`src/rtl/ram_pkg.sv`:
```
// Shared types and default timing for the DRAM strobe/refresh arbiter.
package ram_pkg;

   localparam int unsigned CNT_W       = 3;
   localparam int unsigned DEF_RAS_CYC = 2;
   localparam int unsigned DEF_CAS_CYC = 2;
   localparam int unsigned DEF_REF_CYC = 3;
   localparam int unsigned DEF_PRE_CYC = 2;

   typedef logic [CNT_W-1:0] cnt_t;

   typedef enum logic [2:0] {
      IDLE,
      RAS,
      CAS,
      HOLD,
      PRE,
      RCAS,
      RRAS,
      RPRE
   } state_t;

   // A phase of N cycles loads N-1 and advances when the counter reaches 0.
   function automatic cnt_t cyc_load(input int unsigned cyc);
      return cnt_t'(cyc - 1);
   endfunction

endpackage

```
`src/rtl/ram_refresh_arb_if.sv`:
```
// FSB/refresh-timer request side and DRAM strobe side of the arbiter.
interface ram_refresh_arb_if;

   logic RefReq;
   logic RefUrg;
   logic BACT;
   logic RAMCS;
   logic nRAS;
   logic nCAS;
   logic RASMux;
   logic RAMReady;
   logic RefDone;

   modport master (
      output RefReq, RefUrg, BACT, RAMCS,
      input  nRAS, nCAS, RASMux, RAMReady, RefDone
   );

   modport slave (
      input  RefReq, RefUrg, BACT, RAMCS,
      output nRAS, nCAS, RASMux, RAMReady, RefDone
   );

endinterface

```
`src/rtl/ram_ref_track.sv`:
```
// Remembers that this RefReq period's refresh has been done; exposes Pend.
module ram_ref_track (
   input  logic clk,
   input  logic rst,
   input  logic ref_req,
   input  logic set_done,
   output logic ref_done,
   output logic pend
);

   // Clearing while RefReq is low takes precedence over a completing refresh.
   always_ff @(posedge clk or posedge rst) begin
      if (rst)
         ref_done <= 1'b0;
      else if (!ref_req)
         ref_done <= 1'b0;
      else if (set_done)
         ref_done <= 1'b1;
   end

   assign pend = ref_req && !ref_done;

endmodule

```
`src/rtl/ram_refresh_arb.sv`:
```
// DRAM RAS/CAS sequencer interleaving CBR refresh with CPU RAM accesses.
module ram_refresh_arb
   import ram_pkg::*;
#(
   parameter int unsigned RAS_CYC = DEF_RAS_CYC,
   parameter int unsigned CAS_CYC = DEF_CAS_CYC,
   parameter int unsigned REF_CYC = DEF_REF_CYC,
   parameter int unsigned PRE_CYC = DEF_PRE_CYC
) (
   input  logic                CLK,
   input  logic                RES,
   ram_refresh_arb_if.slave    bus
);

   state_t state, state_d, pick;
   cnt_t   cnt, cnt_d;
   logic   nras, ncas, rasmux, ready;
   logic   nras_d, ncas_d, rasmux_d, ready_d;
   logic   pend, ref_done, set_done;

   ram_ref_track u_track (
      .clk      (CLK),
      .rst      (RES),
      .ref_req  (bus.RefReq),
      .set_done (set_done),
      .ref_done (ref_done),
      .pend     (pend)
   );

   always_ff @(posedge CLK or posedge RES) begin
      if (RES) begin
         state  <= IDLE;
         cnt    <= '0;
         nras   <= 1'b1;
         ncas   <= 1'b1;
         rasmux <= 1'b1;
         ready  <= 1'b0;
      end else begin
         state  <= state_d;
         cnt    <= cnt_d;
         nras   <= nras_d;
         ncas   <= ncas_d;
         rasmux <= rasmux_d;
         ready  <= ready_d;
      end
   end

   always_comb begin
      pick = IDLE;
      if (pend && bus.RefUrg)
         pick = RCAS;
      else if (bus.BACT && bus.RAMCS)
         pick = RAS;
      else if (pend)
         pick = RCAS;
   end

   // The last precharge cycle makes the idle decision itself, so a queued
   // cycle starts right after precharge without an extra idle clock.
   always_comb begin
      state_d = state;
      unique case (state)
         IDLE: state_d = pick;
         RAS: begin
            if (!bus.BACT)
               state_d = PRE;
            else if (cnt == '0)
               state_d = CAS;
         end
         CAS: begin
            if (!bus.BACT)
               state_d = PRE;
            else if (cnt == '0)
               state_d = HOLD;
         end
         HOLD: begin
            if (!bus.BACT)
               state_d = PRE;
         end
         RCAS: begin
            if (cnt == '0)
               state_d = RRAS;
         end
         RRAS: begin
            if (cnt == '0)
               state_d = RPRE;
         end
         PRE, RPRE: begin
            if (cnt == '0)
               state_d = pick;
         end
         default: state_d = IDLE;
      endcase

      cnt_d = cnt;
      if (state_d != state) begin
         unique case (state_d)
            RAS:       cnt_d = cyc_load(RAS_CYC);
            CAS:       cnt_d = cyc_load(CAS_CYC);
            RRAS:      cnt_d = cyc_load(REF_CYC);
            PRE, RPRE: cnt_d = cyc_load(PRE_CYC);
            default:   cnt_d = '0;
         endcase
      end else if (cnt != '0) begin
         cnt_d = cnt - cnt_t'(1);
      end
   end

   always_comb begin
      nras_d   = 1'b1;
      ncas_d   = 1'b1;
      rasmux_d = 1'b1;
      ready_d  = 1'b0;
      unique case (state_d)
         RAS: nras_d = 1'b0;
         CAS: begin
            nras_d   = 1'b0;
            rasmux_d = 1'b0;
            ncas_d   = (state != CAS);
         end
         HOLD: begin
            nras_d   = 1'b0;
            ncas_d   = 1'b0;
            rasmux_d = 1'b0;
            ready_d  = 1'b1;
         end
         RCAS: ncas_d = 1'b0;
         RRAS: begin
            nras_d = 1'b0;
            ncas_d = 1'b0;
         end
         default: ;
      endcase
   end

   assign set_done     = (state == RRAS) && (state_d == RPRE);

   assign bus.nRAS     = nras;
   assign bus.nCAS     = ncas;
   assign bus.RASMux   = rasmux;
   assign bus.RAMReady = ready;
   assign bus.RefDone  = ref_done;

endmodule

```
`src/flat_wrapper.sv`:
```
// flat-port wrapper written by rule: the top's interface ports become plain ports
module ram_refresh_arb_flat import ram_pkg::*;
#(
   parameter int unsigned RAS_CYC = DEF_RAS_CYC,
   parameter int unsigned CAS_CYC = DEF_CAS_CYC,
   parameter int unsigned REF_CYC = DEF_REF_CYC,
   parameter int unsigned PRE_CYC = DEF_PRE_CYC
)
  (CLK, RES, bus_RefReq, bus_RefUrg, bus_BACT, bus_RAMCS, bus_nRAS, bus_nCAS, bus_RASMux, bus_RAMReady, bus_RefDone);
  ram_refresh_arb_if bus_i ();
  input  logic CLK;
  input  logic RES;
  input wire logic [$bits(bus_i.RefReq)-1:0] bus_RefReq;
  input wire logic [$bits(bus_i.RefUrg)-1:0] bus_RefUrg;
  input wire logic [$bits(bus_i.BACT)-1:0] bus_BACT;
  input wire logic [$bits(bus_i.RAMCS)-1:0] bus_RAMCS;
  output wire logic [$bits(bus_i.nRAS)-1:0] bus_nRAS;
  output wire logic [$bits(bus_i.nCAS)-1:0] bus_nCAS;
  output wire logic [$bits(bus_i.RASMux)-1:0] bus_RASMux;
  output wire logic [$bits(bus_i.RAMReady)-1:0] bus_RAMReady;
  output wire logic [$bits(bus_i.RefDone)-1:0] bus_RefDone;
  assign bus_i.RefReq = bus_RefReq;
  assign bus_i.RefUrg = bus_RefUrg;
  assign bus_i.BACT = bus_BACT;
  assign bus_i.RAMCS = bus_RAMCS;
  assign bus_nRAS = bus_i.nRAS;
  assign bus_nCAS = bus_i.nCAS;
  assign bus_RASMux = bus_i.RASMux;
  assign bus_RAMReady = bus_i.RAMReady;
  assign bus_RefDone = bus_i.RefDone;
  ram_refresh_arb #(.RAS_CYC(RAS_CYC), .CAS_CYC(CAS_CYC), .REF_CYC(REF_CYC), .PRE_CYC(PRE_CYC)) u_core (.CLK(CLK), .RES(RES), .bus(bus_i));
endmodule
```
`config.mk`:
```
export PLATFORM = sky130hd
export DESIGN_NAME = ram_refresh_arb_flat
export DESIGN_NICKNAME = d
export VERILOG_FILES = /design/src/rtl/ram_pkg.sv /design/src/rtl/ram_refresh_arb_if.sv /design/src/rtl/ram_ref_track.sv /design/src/rtl/ram_refresh_arb.sv /design/src/flat_wrapper.sv
export SDC_FILE = /design/constraint.sdc
export NUM_CORES = 1
export LEC_CHECK = 0
export CAP_MARGIN = 20
export CORE_MARGIN = 4
export CORE_UTILIZATION = 50
export DETAILED_ROUTE_END_ITERATION = 16
export PLACE_DENSITY = 0.74
export RECOVER_POWER = 25
export SLEW_MARGIN = 20
export SYNTH_ARGS = -nofsm -noshare
export SYNTH_HDL_FRONTEND = slang
export SYNTH_SLANG_ARGS = --single-unit
```
`constraint.sdc`:
```
create_clock -name CLK -period 2 [get_ports CLK]
set_input_delay 0.2 -clock CLK [delete_from_list [all_inputs] [get_ports CLK]]
set_output_delay 0.2 -clock CLK [all_outputs]
set_load 0.01 [all_outputs]
```
==> results of run 1 <==
-- placed cells by master, fill, tap and decap left out, types with 2 or more instances in the layout --
cell,n
dfstp_2,3
mux2i_1,2
clkdlybuf4s50_1,9
inv_1,5
dfrtp_1,8
nor2b_1,6
clkbuf_4,3
buf_4,3
nor3_1,5
o21a_1,3
o22a_1,2
o21ai_0,4
a21oi_1,4
nor2_1,6
and3_1,2
nand2_1,7
ha_1,2
-- worst max-delay path: stages, from the launching register on --
cell and delay, ps:
dfrtp_1 370, inv_1 70, ha_1 240, and3b_2 250, nor2b_2 170, a22o_1 250
or2_4 280, inv_2 60, nor3b_1 40
-- metrics by stage --
| step | hold slack (ps) | TNS, ps | instance area [µm²] | setup slack [ps] |
|---|---|---|---|---|
| floorplan | 50.3 | 0 | 792 | 223 |
| global placement | 500 | 0 | 896 | 27.6 |
| detailed placement | 506 | -3.35 | 896 | -3.35 |
| CTS | 225 | 0 | 922 | 121 |
| global route | 371 | 0 | 938 | 1.02 |
| finish | 353 | 0 | 938 | 143 |
-- cell usage after synthesis, types with 2 or more instances --
cell type / n
a21oi_1: 4
and3_1: 2
and3b_1: 2
buf_2: 3
dfrtp_1: 8
dfstp_2: 3
ha_1: 2
inv_1: 5
mux2i_1: 2
nand2_1: 7
nand2b_1: 2
nor2_1: 6
nor2b_1: 7
nor3_1: 5
o21a_1: 3
o21ai_0: 4
o22a_1: 2
-- registers in the layout, summed over array words and instances, names as in the netlist --
| register | count |
|---|---|
| u_core.bus.nCAS | 1 |
| u_core.bus.RAMReady | 1 |
| u_core.state | 3 |
| u_core.bus.RASMux | 1 |
| u_core.bus.nRAS | 1 |
| u_core.cnt | 3 |
| u_core.u_track.ref_done | 1 |
-- layer usage --
layer	vias up	share of wire [%]
met1	321	47
met2	20	49
met3	0	4.2
met4	0	0
li1	344	-
met5	-	0
-- timing repair --
action / in CTS / in global routing
hold buffers: 0 / 0
buffers inserted: 0 / 0
endpoints found under the setup margin: 0 / 2
gates resized for setup: 0 / 5
-- cells by family (layout without fill, tap and decap cells) --
kind of cell,after synthesis,after routing
AND/OR/NAND/NOR,34,34
AO/OA/AOI/OAI,27,27
buffers and inverters,12,23
flip-flops,11,11
adder cells (fa/ha/maj),2,2
XOR/XNOR,2,2
multiplexers,2,2
-- report_power, final --
group	leakage (nW)	total (W)	switching [W]	internal, W
logic	0.263	0.000977	0.000482	0.000495
clock network	0.0150	0.000141	0.0000637	0.0000768
registers	0.133	0.000459	0.000123	0.000337
-- cell type report --
class / instances / share of cell area (%)
multi-input combinational: 67 / 49.9
sequential: 11 / 29.7
timing repair buffer: 13 / 13.1
clock buffer: 4 / 2.80
inverter: 6 / 2.40
tap: 16 / 2.13
-- how the worst max path moves through the flow --
stage / startpoint / end / slack, ps / cells past startpoint
5_1_grt: u_core.cnt[0] / u_core.cnt[0] / 1 / 7
3_3_place_gp: bus_BACT / u_core.bus.RAMReady / 30 / 7
6_report: u_core.cnt[0] / u_core.bus.RAMReady / 140 / 8
2_1_floorplan: u_core.cnt[0] / u_core.cnt[1] / 220 / 8
3_5_place_dp: bus_BACT / u_core.bus.RAMReady / -3 / 7
4_1_cts: u_core.cnt[0] / u_core.cnt[1] / 120 / 7
==> results.env, run 1 <==
TIGHTEST_SLEW_PS=445
FILLER_CELL_COUNT=134
GR-USAGE-MET1_PCT=23.1
ASYNCSETRESETFLOPFRACSYNTH_PCT=100
RUN_STATUS='finished, final reports clean'
REQUIRED_PS=2120
PLACED_CELLS=113
SYNTH_COMPOUND_GATE_AREA_SHARE_PCT=25.3
DRC=0
DR.FIRST_ITER.DRC_COUNT=23
PORTBUFFERS=10
RSZ0062_AT_GRT='no'
SYNTH.MUX.AREA_FRACTION_PCT=2.53
SYNTHTOLAYOUTAREAGROWTH_PCT=18.5
DIEHEIGHT_UM=47.8
LAYOUT-DRIVE-GT1-SHARE_PCT=16.8
CTS.PATH.MAX_BUFFERS=2
YOSYS_REGISTER_BITS=11
AVGSYNTHCELLAREA_UM2=8.80
R2R_CELLS=8
SYNTH_CELL_TYPES=40
AVGROUTEDWIREPERCELL_UM=13.2
CRIT_TYPE='flip-flop to flip-flop'
FP.DIEAREA_MM2=0.00228
REGAREA_UM2=279
POWER.IR.VDD_WORST_uV=912
FINCLKSKEW_PS=6.95
POST_SYNTH_AND_OR_NAND_NOR_AREA_FRACTION_PCT=22.9
FINALSETUPVIOLCOUNT=0
GRT_REMAINING_OVERFLOW=0
GRT_START_MAX_NET_PINS=15
ROUTE.VIAS.TOTAL=685
SYNTH-XOR-AREA-SHARE_PCT=3.16
IOS=11
P_TOTAL_W=0.00158
INITIAL_CORE_UTIL_PCT=52.6
GR-USAGE-MET3_PCT=5.26
START_KIND='flip-flop'
CTS_BUFFERS=3
SYNTH_SEQUENTIAL_AREA_RATIO_PCT=35.2
HPWL_UM=1210
POST_LAYOUT_NONFILLER_INSTANCES=117
YOSYS.AREA.TOP_TYPE='dfrtp_1'
FLOORPLAN.CORE_AREA_MM2=0.00151
GLOBALROUTETOTALUTIL_PCT=15.9
POWER_PER_CELL_AREA_mW_PER_MM2=1680
CLKSLEWWORSTSETUPHOLDPATHS_PS=70
SYNTH_FF_TYPE='dfrtp_1'
MAX_CLOCK_FREQ_MHz=539
POST-ROUTE-UTIL_PCT=62.3
SETUP.REG_TO_REG.WORST_SLACK_PS=140
CTSHTREEMAXLEVEL=1
DIODES=0
NUMBER_OF_CELLS_PRODUCED_BY_SYNTHESIS=90
TOTAL_WIRELENGTH_UM=1540
MAXSLEWVIOLCOUNT=0
FINAL_HOLD_VIOL_COUNT=0
LEAKAGE_nW=0.410
MAXCAPVIOLCOUNT=0
PLACEMENT_ROWS=14
YOSYSWARNINGCOUNT=0
TOP_AREA_CELL_TYPE_SHARE_OF_THE_NETLIST_AREA_PCT=25.3
SYNTH-EDFF-COUNT=0
LAYOUT.NETS=110
GRT_ANTENNA_BEFORE_REPAIR=0
SYNTH_FA_HA_AREA_SHARE_PCT=3.16
CRITPATHCAPTURETYPE='flip-flop'
CLOCKROOTBUFFER='clkbuf_4'
FIRST_PASS_ITERS=4
LAYOUT_MIN_CYCLE_TIME_PS=1860
CTS_TREE='yes'
CRIT_ARRIVAL_PS=1980
GR_BUSIEST_METAL='met2'
SYNTH_NETS=98
GRT_PASS1_VIAS=589
R2R_END='u_core.bus.RAMReady'
FINALWEIGHTEDCONGESTION=0.876
SYNTH_AREA_UM2=792
FINAL.PERIOD_UTILIZATION_PCT=92.8
NUMCLOCKSINKS=11
DETAIL_ROUTE.VIAS_PER_CELL=5.85
DIEWIDTH_UM=47.8
DOMINANT_COMBINATIONAL_CELL_FAMILY_BY_AREA_AFTER_SYNTHESIS='compound AO/OA/AOI/OAI gates'
HOLD_CLASS='primary input to async pin'
R2R_START='u_core.cnt[0]'
ANTENNA_LEFT=0
SYNTH.AREA.TOP_CELLS='dfrtp_1, dfstp_2, nor2b_1'
USE_MET2_PCT=24.0
GRT_PASS1_WL_UM=2560
CLKLATENCYLATEPIN_PS=260
TIMING.CRITICAL_PATH.FANOUT_MAX=5
MULTI_INPUT_COMB_AREA_UM2=468
MAXSLEWHEADROOM_PCT=70.3
(Power assumes the default switching activity.)
==> run 2, diff against run 1 <==
- CORE_MARGIN: 4 -> not set
- GPL_ROUTABILITY_DRIVEN: not set -> 0
==> results.env, run 2 (synthesis gave the netlist of run 1 again) <==
LEAKAGE_nW=0.416
GRT_PASS1_WL_UM=2970
TIMING.FINAL.WS_SETUP_PS=82.6
CRIT_TYPE='flip-flop to flip-flop'
MAX_CLOCK_FREQ_MHz=522
FINALSETUPVIOLCOUNT=0
REQUIRED_PS=2130
MAXSLEWHEADROOM_PCT=60.7
MULTI_INPUT_COMB_AREA_UM2=468
CTS.PATH.MAX_BUFFERS=2
SETUP_TOTAL_NEGATIVE_SLACK_PS=0
GRT_ANTENNA_BEFORE_REPAIR=0
FILLER_CELL_COUNT=140
CTS.REPAIR_TIMING.SETUP_BUFFER_COUNT=0
ANTENNA_LEFT=0
CTSHTREEMAXLEVEL=1
DETAIL_ROUTE.VIAS_PER_CELL=6.13
DIODES=0
CLKSLEWWORSTSETUPHOLDPATHS_PS=60
AVGROUTEDWIREPERCELL_UM=14.6
GRT_START_MAX_NET_PINS=14
HOLD_CLASS='primary input to async pin'
FLOORPLAN.CORE_AREA_MM2=0.00149
GRT_PASS1_VIAS=687
GLOBALROUTETOTALUTIL_PCT=21.9
FINAL_HOLD_VIOL_COUNT=0
DIEHEIGHT_UM=41.8
HPWL_UM=1330
LAYOUT_MIN_CYCLE_TIME_PS=1920
DP_WORST_SETUP_SLACK_PS=-22.1
REGAREA_UM2=279
ROUTE.VIAS.TOTAL=723
TOTAL_WIRELENGTH_UM=1720
R2R_CELLS=7
LAYOUT-DRIVE-GT1-SHARE_PCT=17.6
INITIAL_CORE_UTIL_PCT=53.2
FIRST_PASS_ITERS=4
CRIT_PATH_MAX_INCR_DELAY_PS=370
CRITPATHCAPTURETYPE='flip-flop'
SYNTHTOLAYOUTAREAGROWTH_PCT=19.4
POST-ROUTE-UTIL_PCT=63.5
FINAL_COMMON_CELL='clkdlybuf4s50_1'
PORTBUFFERS=10
DR.FIRST_ITER.DRC_COUNT=29
CLOCKROOTBUFFER='clkbuf_4'
POST-ROUTE-CELL-AREA_UM2=946
DIEWIDTH_UM=41.8
GRT_REMAINING_OVERFLOW=0
FINCLKSKEW_PS=5.64
CTS_BUFFERS=3
IOS=11
FINAL.PERIOD_UTILIZATION_PCT=95.9
CRITPATHSLOWESTCELL='dfrtp_1'
PATH_CELLS='inv_1 -> ha_2 -> and3b_2 -> nor2b_2 -> a22o_1 -> nor3_1 -> o31ai_1'
TIMING.CRITICAL_PATH.FANOUT_MAX=5
FINALHOLDWORSTSLACK_PS=356
CTS-RESIZED-GATES=0
PLACEMENT_ROWS=14
DRC=0
CTS_TREE='yes'
CRIT_ARRIVAL_PS=2050
FP.DIEAREA_MM2=0.00175
CTS.HOLD.BUFFERS_ADDED=0
POWER.IR.VDD_WORST_uV=856
POWER_PER_CELL_AREA_mW_PER_MM2=1690
MAXCAPVIOLCOUNT=0
TIGHTEST_SLEW_PS=581
PLACED_CELL_AREA_UM2=903
NUMCLOCKSINKS=11
FINAL_CELL_MIX='clkdlybuf4s50_1, dfrtp_1, nand2_1'
START_KIND='flip-flop'
LAYOUT.NETS=111
RUN_STATUS='finished, final reports clean'
MAXSLEWVIOLCOUNT=0
TOP_REGS='u_core.cnt: 3 flops, u_core.state: 3 flops'
RSZ0062_AT_GRT='no'
CLKLATENCYLATEPIN_PS=260
## run 2: report_power, final
part           switching [W]  internal (W)
Clock              0.0000645     0.0000769
Sequential          0.000118      0.000337
Combinational       0.000498      0.000501
## run 2: worst paths after layout
| path | startpoint | end | slack [ps] |
|---|---|---|---|
| hold reg to reg | u_core.u_track.ref_done | u_core.u_track.ref_done | 540 |
| setup reg to reg | u_core.cnt[0] | u_core.cnt[0] | 80 |
| setup / recovery | u_core.cnt[0] | u_core.cnt[0] | 80 |
| min in group CLK | bus_RefReq | u_core.u_track.ref_done | 530 |
| hold / removal | RES | u_core.state[0] | 360 |
| max in group asynchronous | RES | u_core.bus.RASMux | 1320 |
## run 2: layout make-up
cell class | instances | share of cell area, %
inverters | 6 | 2.38
well taps | 16 | 2.12
flip-flops and latches | 11 | 29.5
repair buffers | 14 | 13.8
multi-input cells | 67 | 49.5
clock buffers | 4 | 2.78
## run 2: layer usage
layer,GRT usage (%),share of wire [%],vias to the layer above
met5,0,0,-
met4,3.23,0,0
met3,7.39,4.9,0
met2,37.2,50,23
met1,27.5,45,355
li1,-,-,345
## run 2: critical path: cells and delay by family (launching register included)
family / cells / cell delay, ps
AOI/OAI and AO/OA: 2 / 390
DFF: 1 / 370
adders and majority gates: 1 / 220
buffers and inverters: 1 / 70
and+or+nand+nor: 3 / 730
## run 2: through the flow
stage | cells | power, W
after floorplan | 90 | 0.00117
after global placement | 114 | 0.00139
after detailed placement | 114 | 0.00141
after CTS | 118 | 0.00157
after global routing | 118 | 0.00173
final | 118 | 0.00160
